[src/rtl/if_stage_pkg.sv]
// Shared definitions for the instruction-fetch stage: FSM encodings,
// the PC increment and the bubble word written into IF/ID.
package if_stage_pkg;

  typedef enum logic [1:0] {
    ST_BOOT = 2'd0,
    ST_RUN  = 2'd1,
    ST_HALT = 2'd2
  } if_state_e;

  localparam logic [31:0] PC_INC = 32'd4;
  localparam logic [31:0] BUBBLE = 32'h0000_0000;

  // Force a byte address onto a word boundary.
  function automatic logic [31:0] word_align(input logic [31:0] addr);
    return {addr[31:2], 2'b00};
  endfunction

endpackage

[src/rtl/if_stage_pc_reg.sv]
// Program counter register with load / increment / hold controls.
// Load wins over increment; with neither asserted the PC holds.
import if_stage_pkg::*;

module pc_reg #(
  parameter logic [31:0] RESET_PC = 32'h0000_0000
) (
  input  logic        clk,
  input  logic        rst_n,
  input  logic        load,
  input  logic        inc,
  input  logic [31:0] load_pc,
  output logic [31:0] pc
);

  logic [31:0] pc_d;
  logic [31:0] pc_q;

  // Next PC: redirect target (word aligned), PC+4 wrapping mod 2^32, or hold.
  always_comb begin
    pc_d = pc_q;
    if (load) begin
      pc_d = word_align(load_pc);
    end else if (inc) begin
      pc_d = pc_q + PC_INC;
    end
  end

  // PC storage with synchronous active-low reset.
  always_ff @(posedge clk) begin
    if (!rst_n) begin
      pc_q <= word_align(RESET_PC);
    end else begin
      pc_q <= pc_d;
    end
  end

  assign pc = pc_q;

endmodule

[src/rtl/if_stage.sv]
// Instruction-fetch stage: BOOT/RUN/HALT control FSM, PC register and the
// IF/ID pipeline register.
//
// Handshake: IFID_Valid marks IFID_Instr/IFID_PCPlus4 as a real fetched
// instruction. There is no ready; Stall is the downstream back-pressure and,
// when it wins the priority, freezes the PC and the whole IF/ID register so
// the offered instruction stays stable until Stall drops.
import if_stage_pkg::*;

module if_stage #(
  parameter logic [31:0] RESET_PC = 32'h0000_0000
) (
  input  logic        Clk,
  input  logic        Rst,
  input  logic        Stall,
  input  logic        Redirect,
  input  logic [31:0] RedirectPC,
  input  logic        HaltReq,
  output logic [31:0] InstrAddr,
  input  logic [31:0] InstrData,
  output logic [31:0] IFID_Instr,
  output logic [31:0] IFID_PCPlus4,
  output logic        IFID_Valid,
  output logic        Halted,
  output logic [1:0]  dbg_state
);

  if_state_e   state_d, state_q;
  logic [31:0] instr_d, instr_q;
  logic [31:0] pcp4_d, pcp4_q;
  logic        valid_d, valid_q;
  logic        pc_load;
  logic        pc_inc;
  logic [31:0] pc;
  logic [31:0] pc_plus4;

  pc_reg #(
    .RESET_PC (RESET_PC)
  ) u_pc_reg (
    .clk     (Clk),
    .rst_n   (Rst),
    .load    (pc_load),
    .inc     (pc_inc),
    .load_pc (RedirectPC),
    .pc      (pc)
  );

  assign pc_plus4 = pc + PC_INC;

  // Next-state and IF/ID update: Redirect > HaltReq > Stall > advance in RUN.
  always_comb begin
    state_d = state_q;
    instr_d = instr_q;
    pcp4_d  = pcp4_q;
    valid_d = valid_q;
    pc_load = 1'b0;
    pc_inc  = 1'b0;
    case (state_q)
      ST_BOOT: begin
        // One settling cycle at RESET_PC; all requests are ignored here.
        state_d = ST_RUN;
        valid_d = 1'b0;
      end
      ST_RUN: begin
        if (Redirect) begin
          // Squash the wrong-path fetch even if the hazard unit is stalling.
          pc_load = 1'b1;
          instr_d = BUBBLE;
          valid_d = 1'b0;
        end else if (HaltReq) begin
          state_d = ST_HALT;
          valid_d = 1'b0;
        end else if (!Stall) begin
          pc_inc  = 1'b1;
          instr_d = InstrData;
          pcp4_d  = pc_plus4;
          valid_d = 1'b1;
        end
      end
      ST_HALT: begin
        // Absorbing until reset.
        valid_d = 1'b0;
      end
      default: begin
        state_d = ST_BOOT;
        valid_d = 1'b0;
      end
    endcase
  end

  // State and IF/ID register with synchronous active-low reset.
  always_ff @(posedge Clk) begin
    if (!Rst) begin
      state_q <= ST_BOOT;
      instr_q <= BUBBLE;
      pcp4_q  <= 32'h0000_0000;
      valid_q <= 1'b0;
    end else begin
      state_q <= state_d;
      instr_q <= instr_d;
      pcp4_q  <= pcp4_d;
      valid_q <= valid_d;
    end
  end

  assign InstrAddr    = pc;
  assign IFID_Instr   = instr_q;
  assign IFID_PCPlus4 = pcp4_q;
  assign IFID_Valid   = valid_q;
  assign Halted       = (state_q == ST_HALT);
  assign dbg_state    = state_q;

endmodule

[config.mk]
export PLATFORM = sky130hd
export DESIGN_NAME = if_stage
export DESIGN_NICKNAME = d
export VERILOG_FILES = /design/src/rtl/if_stage_pkg.sv /design/src/rtl/if_stage_pc_reg.sv /design/src/rtl/if_stage.sv
export SDC_FILE = /design/constraint.sdc
export NUM_CORES = 1
export LEC_CHECK = 0
export CAP_MARGIN = 10
export CORE_ASPECT_RATIO = 1.4
export CORE_MARGIN = 2
export CORE_UTILIZATION = 40
export CTS_CLUSTER_SIZE = 20
export DETAILED_ROUTE_END_ITERATION = 7
export PLACE_DENSITY_LB_ADDON = 0.05
export SKIP_CTS_REPAIR_TIMING = 1
export SLEW_MARGIN = 0
export SYNTH_ARGS = -nofsm -noshare
export SYNTH_HDL_FRONTEND = slang
export SYNTH_SLANG_ARGS = --single-unit
[constraint.sdc]
create_clock -name Clk -period 2.35 [get_ports Clk]
set_clock_uncertainty 0.1 [all_clocks]
set_input_delay 0.235 -clock Clk [delete_from_list [all_inputs] [get_ports Clk]]
set_output_delay 0.235 -clock Clk [all_outputs]
set_load 0.05 [all_outputs]
# [After elaboration in Yosys (flattened, before gate mapping)]
# Index checks and enable logic that the tools add are counted.
[totals] regBits=99 input_bits=69 out_inout_bits=100 word_cells=40
[op_classes] addsub=1 eq_ne=6 muxes=14 n_bitwise=6 reduce_logical=7
[op_table] cell="$mux W32" n=5
[op_table] cell="$add A32 B3 Y32 const B" n=1
[op_table] cell="$mux W1" n=6
[op_table] cell="$ne A2 B2 Y1 const B" n=3
[op_table] cell="$not A1 Y1" n=6
[op_table] cell="$pmux W2 S3" n=1
[op_table] cell="$reduce_and A3 Y1" n=2
[op_table] cell="$mux W2" n=2
[op_table] cell="$reduce_and A4 Y1" n=1
[op_table] cell="$reduce_or A4 Y1" n=1
[op_table] cell="$eq A2 B1 Y1 const B" n=1
[op_table] cell="$eq A2 B2 Y1 const B" n=1
[op_table] cell="$logic_not A2 Y1" n=1
[op_table] cell="$ne A2 B1 Y1 const B" n=1
[op_table] cell="$reduce_bool A2 Y1" n=1
[op_table] cell="$reduce_or A2 Y1" n=1

# [Longest topological paths before layout]
# Gate-level depths: netlist of the first run.
[depth] word_depth=6 mapped_depth=8

# [By module]
# Synthesis of the first run repeated with hierarchy kept, for this count alone.
[hier_totals] hier_cells=566 area_unflattened_um2=4729.5
[modules_own_cells] module="if_stage" instances=1 cells_per_inst=318 area_each_um2=2806.4 seq_area_each_um2=1341.3
[modules_own_cells] module="pc_reg" instances=1 cells_per_inst=248 area_each_um2=1923.1 seq_area_each_um2=600.6

# [Worst setup path after synthesis of the first run]
# OpenSTA, ideal clock, no wires.
[synth_path] kind="register to register" startpoint="register u_pc_reg.pc_q[11] (netlist: u_pc_reg.pc[11])" endpoint="register u_pc_reg.pc_q[31] (netlist: u_pc_reg.pc[31])" arrival_time_ns=2.657 required_ns=2.187 path_slack_ns=-0.471 stages_incl_launch_ff=7 path_cell_list="dfxtp_1 clkbuf_2 nand4_4 or4_4 or4_4 or4_1 nand3_1"
[synth_between] elab_chain_len=3
[synth_lines] element="start: declaration" line="if_stage_pc_reg.sv:17" rtl="logic [31:0] pc_q;"
[synth_lines] element="start signal: assignment" line="if_stage_pc_reg.sv:32" rtl="pc_q <= word_align(RESET_PC);"
[synth_lines] element="start signal: assignment" line="if_stage_pc_reg.sv:34" rtl="pc_q <= pc_d;"
[synth_lines] element="$add A32 B3 Y32" line="if_stage_pc_reg.sv:25" rtl="pc_d = pc_q + PC_INC;"
[synth_lines] element="$mux W32" line="if_stage_pc_reg.sv:24" rtl="end else if (inc) begin"
[synth_lines] element="$mux W32" line="if_stage_pc_reg.sv:22" rtl="if (load) begin"
# Every way passes these cells. The select of a mux whose other input is x is not followed.
# A chain may end at the register's enable or synchronous reset.

# [Worst setup path after layout of the first run]
[layout_path] startpoint="register state_q[1] (netlist: dbg_state[1])" endpoint="output port Halted"
[layout_between] elab_chain_len=1
[layout_lines] element="start: declaration" line="if_stage.sv:28" rtl="if_state_e state_d, state_q;"
[layout_lines] element="start signal: assignment" line="if_stage.sv:99" rtl="state_q <= state_d;"
[layout_lines] element="$eq A2 B2 Y1" line="if_stage.sv:110" rtl="assign Halted = (state_q == ST_HALT);"
[layout_lines] element="end: declaration" line="if_stage.sv:24" rtl="output logic Halted,"
# Every way passes these cells.

==> results of run 1 <==
report_power, final:
part	total, W	internal, W	switching, W
Sequential	0.00179	0.00170	0.0000871
Combinational	0.00109	0.000426	0.000663
Clock	0.00136	0.000770	0.000594
Total	0.00424	0.00290	0.00134
worst reg2reg max path, delay by kind of cell (launching register included):
| kind | cells | cell delay, ps |
|---|---|---|
| AO/OA/AOI/OAI | 1 | 90 |
| AND/OR/NAND/NOR | 4 | 1530 |
| flip-flops | 1 | 390 |
per-stage QoR:
stage	setup WS (ps)	util (%)	setup TNS [ps]
global route	84.5	60.3	0
CTS	78.8	60.3	0
detailed placement	97.6	57.9	0
floorplan	-79.9	-	-79.9
global placement	109	57.9	0
finish	157	60.3	0
worst paths after layout:
path,to,slack [ps],cells after the start
hold / removal,IFID_Instr[3],350,2
setup / recovery,Halted,160,2
hold reg to reg,IFID_Instr[3],350,2
setup reg to reg,u_pc_reg.pc[30],170,5
layer usage:
metal / GRT usage [%] / vias to the layer above / wire [um]
li1: - / 2335 / -
met1: 27.0 / 2246 / 5690
met2: 42.7 / 148 / 7550
met3: 6.06 / 15 / 977
met4: 7.76 / 0 / 206
met5: 0 / - / 0
logic make-up (layout without fill, tap and decap cells):
logic type	Yosys count	in the layout
AND/OR/NAND/NOR	213	213
AO/OA/AOI/OAI	162	162
flip-flops	95	95
buffers and inverters	59	221
XOR/XNOR	27	27
multiplexers	4	4
adder cells (fa/ha/maj)	1	1
other	1	4
placed cells by master (no fill, tap or decap), types with 5 or more instances in the layout:
master           netlist  routed
and3_1                 7       7
a21oi_1               69      69
buf_4                  7      36
nand4_1                9       9
inv_1                  5       5
dfxtp_4                0       7
dfxtp_1               95      80
nand3_1               57      56
a22oi_1               11      11
nor3_1                11      11
clkdlybuf4s50_1        0     162
o311ai_0               6       6
o31a_1                 6       6
nand2_1               68      68
o22ai_1                6       6
xor2_1                14      14
dfxtp_2                0       8
xnor2_1               13      13
clkbuf_16              0       9
a22o_1                 8       8
o21ai_0               32      31
nor2_1                30      30
a211oi_1               6       6
Yosys cell counts (all sizes together) (3+ instances only):
cell,count,area [um2]
and2,3,18.8
o31a,6,52.6
a22oi,11,82.6
or3,3,20.0
inv,5,18.8
and4,4,38.8
o311ai,6,52.6
o21ai,32,160
xor2,14,123
a22o,9,80.1
mux2i,4,40.0
nand4,11,98.8
clkbuf,43,179
nand3,57,285
or4,5,46.3
nor3,11,55.1
o22ai,6,37.5
o211ai,4,30.0
a21oi,69,345
buf,10,63.8
nand3b,3,22.5
nor2,30,113
and3,7,43.8
a211oi,6,45.0
nand2,68,255
dfxtp,95,1900
xnor2,13,114
nor4,4,25.0
cell type report:
cell class | count | area [um2] | share of cell area [%]
Clock buffer | 14 | 264 | 3.92
Inverter | 6 | 22.5 | 0.335
Tap cell | 144 | 180 | 2.68
Timing Repair Buffer | 200 | 1930 | 28.7
Multi-Input combinational cell | 411 | 2390 | 35.5
Sequential cell | 95 | 1940 | 28.8
Clock inverter | 1 | 5.00 | 0.0743
==> reports/qor.yml, run 1 <==
status: "finished, final reports clean"
layout.nets: 793
ys_types: 55
hold_class: "flop to flop"
synth-simple-area-share_pct: 23.7
initial_utilization_pct: 40.5
synth-async-reset-ratio_pct: 0
cts.htree.levels: 3
cp.arrival_ps: 1860
grt-ovfl-total: 0
cts_tree: "yes"
cp_slowest_cell: "clkdlybuf4s50_1"
num_rows: 46
top_level_ports: 169
min_from: "IFID_Instr[3]"
critPathKind: "flop to output port"
die_area_um2: 12200
required_ps: 2020
cts_max_path_buffers: 2
synth_top_family_by_area: "simple AND/OR/NAND/NOR gates"
clkTransAtPathRegs_ps: 60
cts.sinks: 95
ys_seq_area_share_pct: 42.0
synth_xor_area_share_pct: 5.23
numPortBuffers: 162
ant_nets: 0
path_cells: "nor2b_1 -> clkdlybuf4s50_1"
worstSetupEndpointType: "output port"
grt_pass1_wl_um: 22800
final_area_um2: 6730
power_leakage_nw: 2.34
dpl.hpwl_um: 10300
synth_warnings: 0
cpLargestDelayFamily: "buffers and inverters"
fillers: 1041
critPathLaunch: "dbg_state[1]"
ys_ff_latch: 95
firstDrtPassIters: 5
r2r_start: "u_pc_reg.pc[8]"
largest_register_ffs: 32
cp_num_buf_inv: 1
grt_max_degree: 60
max_cap_violations: 0
muxShareOfSynthArea_pct: 0.885
syn_inst: 562
synth_area_um2: 4520
hold_viol: 0
vias: 4744
worst_setup_path_start_kind: "flop"
worst_pin_slew_ps: 700
hold_slack_ps: 348
cp_max_fo: 8
clk_latency_ps: 340
drtIter0Drc: 222
die_h_um: 130
relSlewSlack_pct: 53.3
max-vdd-ir-drop_mv: 0.368
grt_antenna_before_repair: 0
syn_to_final_growth_pct: 48.8
syn_area_per_cell_um2: 8.05
drc: 0
postPlaceCellArea_um2: 6460
setup_viol: 0
cts_buffers: 9
synthAdderAreaFrac_pct: 0.277
p_per_area_nw_per_um2: 630
max_freq_mhz: 456
coreArea_um2: 11200
wl_um: 14400
cpPeakStageDelay_ps: 840
final_cells: 871
die_w_um: 93.9
slew_violations: 0
gp_congestion: 0.852
dpl.cell_count: 856
wl_per_cell_um: 16.6
first_global_vias: 4530
clockRootBuffer: "clkbuf_16"
ys.flop_type: "dfxtp_1"
synth_edf_count: 0
layout-drive-gt1-share_pct: 11.1
fin_crit_sh_pct: 93.3
report.power.total_w: 0.00424
rsz0062_at_grt: "no"
via_per_inst: 5.45
diodes: 0
grt_usage_pct: 23.6
synth_compound_area_share_pct: 22.0
period_needed_ps: 2190
No activity file was read; power rests on OpenSTA's default activity.
==> run 2: changes to the inputs <==
Settings changed: CORE_UTILIZATION 40 to 45, RECOVER_POWER set to 100.
Clock period 2.35 ns to 2.3 ns, I/O delays scaled along.
==> reports/qor.yml, run 2 (synthesized netlist as in run 1, its figures left out) <==
top_level_ports: 169
layout_common_cells: "dlygate4sd3_1, dfxtp_1, a21oi_1, nand2_1, clkdlybuf4s50_1"
setup_viol: 0
ant_nets: 0
dpl.hpwl_um: 9840
cts.htree.levels: 3
via_per_inst: 5.53
hold_path_end: "IFID_Instr[17]"
slew_violations: 0
cpPeakStageDelay_ps: 540
wl_um: 14000
cts_buffers: 9
cp_max_fo: 8
final_common_cell: "dlygate4sd3_1"
required_ps: 2480
worst_pin_slew_ps: 708
diodes: 0
p_int_w: 0.00290
grt_antenna_before_repair: 0
r2r_start: "u_pc_reg.pc[8]"
seq_area_um2: 1950
worstSetupEndpointType: "flop"
cts_tree: "yes"
die_area_um2: 10900
rr_worst_depth: 5
clk_latency_ps: 340
clkTransAtPathRegs_ps: 60
clkPwrFrac_pct: 32.1
path_cells: "nand3_2 -> or4_4 -> or4_4 -> or4_4 -> nand3_1"
layout-drive-gt1-share_pct: 12.2
gp_congestion: 0.888
multi_input_area_um2: 2400
period_needed_ps: 2250
syn_to_final_growth_pct: 48.8
hold_class: "flop to flop"
drc: 0
tns_ps: 0
relSlewSlack_pct: 52.8
p_comb_share_pct: 24.8
drtIter0Drc: 265
min_from: "IFID_Instr[17]"
grt-ovfl-total: 0
fillers: 875
critPathKind: "flop to flop"
grt_usage_pct: 26.2
p_sw_share_pct: 32.1
grt_max_degree: 60
cts.sinks: 95
max_freq_mhz: 445
largest_register_ffs: 32
coreArea_um2: 9850
report.power.total_w: 0.00427
rr_endpoint: "u_pc_reg.pc[31]"
layout.nets: 793
cp.arrival_ps: 2420
grt_pass1_wl_um: 22600
p_per_area_nw_per_um2: 634
cp_num_buf_inv: 0
max-vdd-ir-drop_mv: 0.403
cts_max_path_buffers: 2
cp_common_cell: "or4_4"
first_global_vias: 4649
wl_per_cell_um: 16.2
power_leakage_nw: 2.63
die_h_um: 123
reg2reg_slack_ps: 50
clockRootBuffer: "clkbuf_16"
cpLargestDelayFamily: "simple AND/OR/NAND/NOR gates"
p_sw_w: 0.00137
whs_path_depth: 2
vias: 4769
fin_crit_sh_pct: 97.6
power_frac_seq_pct: 43.1
cp_slowest_cell: "or4_4"
num_rows: 43
max_cap_violations: 0
worst_setup_path_start_kind: "flop"
firstDrtPassIters: 5
die_w_um: 88.7
initial_utilization_pct: 46.0
status: "finished, final reports clean"
hold_viol: 0
numPortBuffers: 162
-- run 2: cell types whose count changed in the layout (fill, tap and decap cells not counted), sizes merged --
cell,delta
clkinv,+2
clkbuf,+4
dlygate4sd3,+95
clkdlybuf4s50,-95
clkinvlp,+1
buf,-6
-- run 2: layout make-up --
class,count,area share [%]
clock buffers,12,3.66
clock inverters,4,0.335
inverters,6,0.335
multi-input cells,411,35.7
flip-flops and latches,95,29.0
well taps,135,2.51
repair buffers,200,28.5
-- run 2: routing by layer --
| layer | vias up | part of all wire (%) | global-route usage, % |
|---|---|---|---|
| met3 | 24 | 6.6 | 5.72 |
| li1 | 2345 | - | - |
| met4 | 0 | 2.7 | 11.6 |
| met2 | 150 | 50 | 44.6 |
| met5 | - | 0 | 0 |
| met1 | 2250 | 40 | 31.1 |
-- run 2: metrics by stage --
step / setup WS, ps / std cells / utilization (%) / instance area (um2) / hold slack [ps]
2_1_floorplan: -108 / 565 / - / 4620 / 282
6_report: 54.5 / 863 / 68.4 / 6730 / 346
5_1_grt: -10.6 / 863 / 68.4 / 6730 / 361
3_3_place_gp: 77.2 / 846 / 65.8 / 6480 / 337
4_1_cts: 57.4 / 862 / 68.5 / 6750 / 340
3_5_place_dp: 77.3 / 846 / 65.8 / 6480 / 344
-- run 2: power groups by stage --
stage / clock, W / sequential, W / combinational [W]
3_3_place_gp: 0 / 0.00187 / 0.00108
2_1_floorplan: 0 / 0.00220 / 0.000343
5_1_grt: 0.00146 / 0.00185 / 0.00113
4_1_cts: 0.00141 / 0.00185 / 0.00110
3_5_place_dp: 0 / 0.00188 / 0.00109
6_report: 0.00137 / 0.00184 / 0.00106
-- run 2: worst reg2reg max path, cell delays in order, from the launching register on --
cell and delay (ps):
dfxtp_4 390, nand3_2 100, or4_4 540, or4_4 540, or4_4 430, nand3_1 80
-- run 2: worst max path at each step --
| stage | from | endpoint | slack [ps] | cells past startpoint |
|---|---|---|---|---|
| after global routing | u_pc_reg.pc[2] | IFID_PCPlus4[26] | -10 | 7 |
| after floorplan | u_pc_reg.pc[16] | u_pc_reg.pc[31] | -110 | 6 |
| final | u_pc_reg.pc[8] | u_pc_reg.pc[31] | 50 | 5 |
| after CTS | u_pc_reg.pc[17] | u_pc_reg.pc[31] | 60 | 5 |
| after detailed placement | u_pc_reg.pc[17] | u_pc_reg.pc[19] | 80 | 5 |
| after global placement | u_pc_reg.pc[17] | u_pc_reg.pc[31] | 80 | 5 |
==> run 3: changes to the inputs <==
Settings changed: MAX_ROUTING_LAYER set to met4.
==> reports/qor.yml, run 3 (synthesized netlist as in run 1, its figures left out) <==
relSlewSlack_pct: 36.7
worstSetupEndpointType: "flop"
slew_violations: 0
wl_per_cell_um: 16.2
tns_ps: 0
cts_max_path_buffers: 2
max_freq_mhz: 445
power_leakage_nw: 2.63
p_int_w: 0.00289
hold_viol: 0
grt_usage_pct: 26.9
cp_num_buf_inv: 0
dpl.hpwl_um: 9840
die_h_um: 123
p_per_area_nw_per_um2: 635
cpPeakStageDelay_ps: 540
fillers: 879
p_sw_w: 0.00137
post-route-util_pct: 68.2
setup_viol: 0
firstDrtPassIters: 5
cp_common_cell: "or4_4"
cp_max_fo: 8
hold_slack_ps: 346
diodes: 0
largest_register_ffs: 32
cp_slowest_cell: "or4_4"
final_common_cell: "dlygate4sd3_1"
clkPwrFrac_pct: 32.1
worst_setup_path_start_kind: "flop"
clk_latency_ps: 340
max-vdd-ir-drop_mv: 0.404
via_per_inst: 5.56
cts_buffers: 9
drtIter0Drc: 267
grt-ovfl-total: 0
syn_to_final_growth_pct: 48.5
initial_utilization_pct: 46.0
max_cap_violations: 0
path_cells: "nand3_2 -> or4_4 -> or4_4 -> or4_4 -> nand3_1"
wl_um: 14000
numPortBuffers: 162
fin_crit_sh_pct: 97.8
cpLargestDelayFamily: "simple AND/OR/NAND/NOR gates"
drc: 0
required_ps: 2480
cts.sinks: 95
gp_congestion: 0.903
top_level_ports: 169
cts.htree.levels: 3
period_needed_ps: 2250
num_rows: 43
critPathKind: "flop to flop"
die_w_um: 88.7
layout-drive-gt1-share_pct: 12.5
final_area_um2: 6720
power_frac_seq_pct: 43.1
vias: 4805
coreArea_um2: 9850
cts_tree: "yes"
layout.nets: 794
grt_antenna_before_repair: 0
clkTransAtPathRegs_ps: 60
worst_pin_slew_ps: 949
report.power.total_w: 0.00427
layout_common_cells: "dlygate4sd3_1, dfxtp_1, a21oi_1, nand2_1, clkdlybuf4s50_1"
die_area_um2: 10900
ant_nets: 0
cp.arrival_ps: 2430
status: "finished, final reports clean"
p_comb_share_pct: 24.7
clockRootBuffer: "clkbuf_16"
p_sw_share_pct: 32.2
grt_pass1_wl_um: 22500
first_global_vias: 4658
postPlaceCellArea_um2: 6480
grt_max_degree: 60
hold_class: "flop to flop"
[run 3: cell types whose count changed in the layout (fill, tap and decap cells not counted)]
cell / previous run / this run
o21ai_2: 0 / 1
buf_2: 0 / 1
buf_12: 2 / 1
o21ai_4: 1 / 0
buf_4: 30 / 32
clkbuf_1: 4 / 3
[run 3: worst min-delay path, delay by kind of cell (launching register included)]
family	cells	cell delay, ps
AND/OR/NAND/NOR	1	50
flip-flops	1	300
AO/OA/AOI/OAI	1	50
[run 3: final timing paths]
check                                     from              end  slack (ps)  cells past startpoint
worst min-delay path            IFID_Instr[17]   IFID_Instr[17]         350                      2
worst max register to register  u_pc_reg.pc[8]  u_pc_reg.pc[31]          50                      5
worst min register to register  IFID_Instr[17]   IFID_Instr[17]         350                      2
worst max-delay path            u_pc_reg.pc[8]  u_pc_reg.pc[31]          50                      5
[run 3: cell type report]
type                       instances  area [um2]  area share [%]
inverter                           6        22.5           0.335
multi-input combinational        411        2390            35.6
timing repair buffer             201        1920            28.5
sequential                        95        1950            29.0
clock inverter                     4        22.5           0.335
tap                              135         169            2.51
clock buffer                      12         246            3.67
[run 3: layer usage]
layer / routed length (um) / track usage (%) / share of wire [%]
met5: 0 / - / 0
met4: 364 / 11.6 / 2.6
met3: 817 / 3.77 / 5.8
met2: 7080 / 44.6 / 50
met1: 5760 / 32.3 / 41
[run 3: power by group through the flow]
stage / Clock, W / Combinational (W) / Sequential [W]
2_1_floorplan: 0 / 0.000343 / 0.00220
6_report: 0.00137 / 0.00106 / 0.00184
3_5_place_dp: 0 / 0.00109 / 0.00188
4_1_cts: 0.00141 / 0.00110 / 0.00185
5_1_grt: 0.00146 / 0.00112 / 0.00185
3_3_place_gp: 0 / 0.00108 / 0.00187
[run 3: per-stage QoR]
step | std cells | setup slack [ps]
after floorplan | 565 | -108
after global placement | 846 | 77.2
after detailed placement | 846 | 77.3
after CTS | 862 | 57.4
after global routing | 864 | -10.6
final | 864 | 50.5
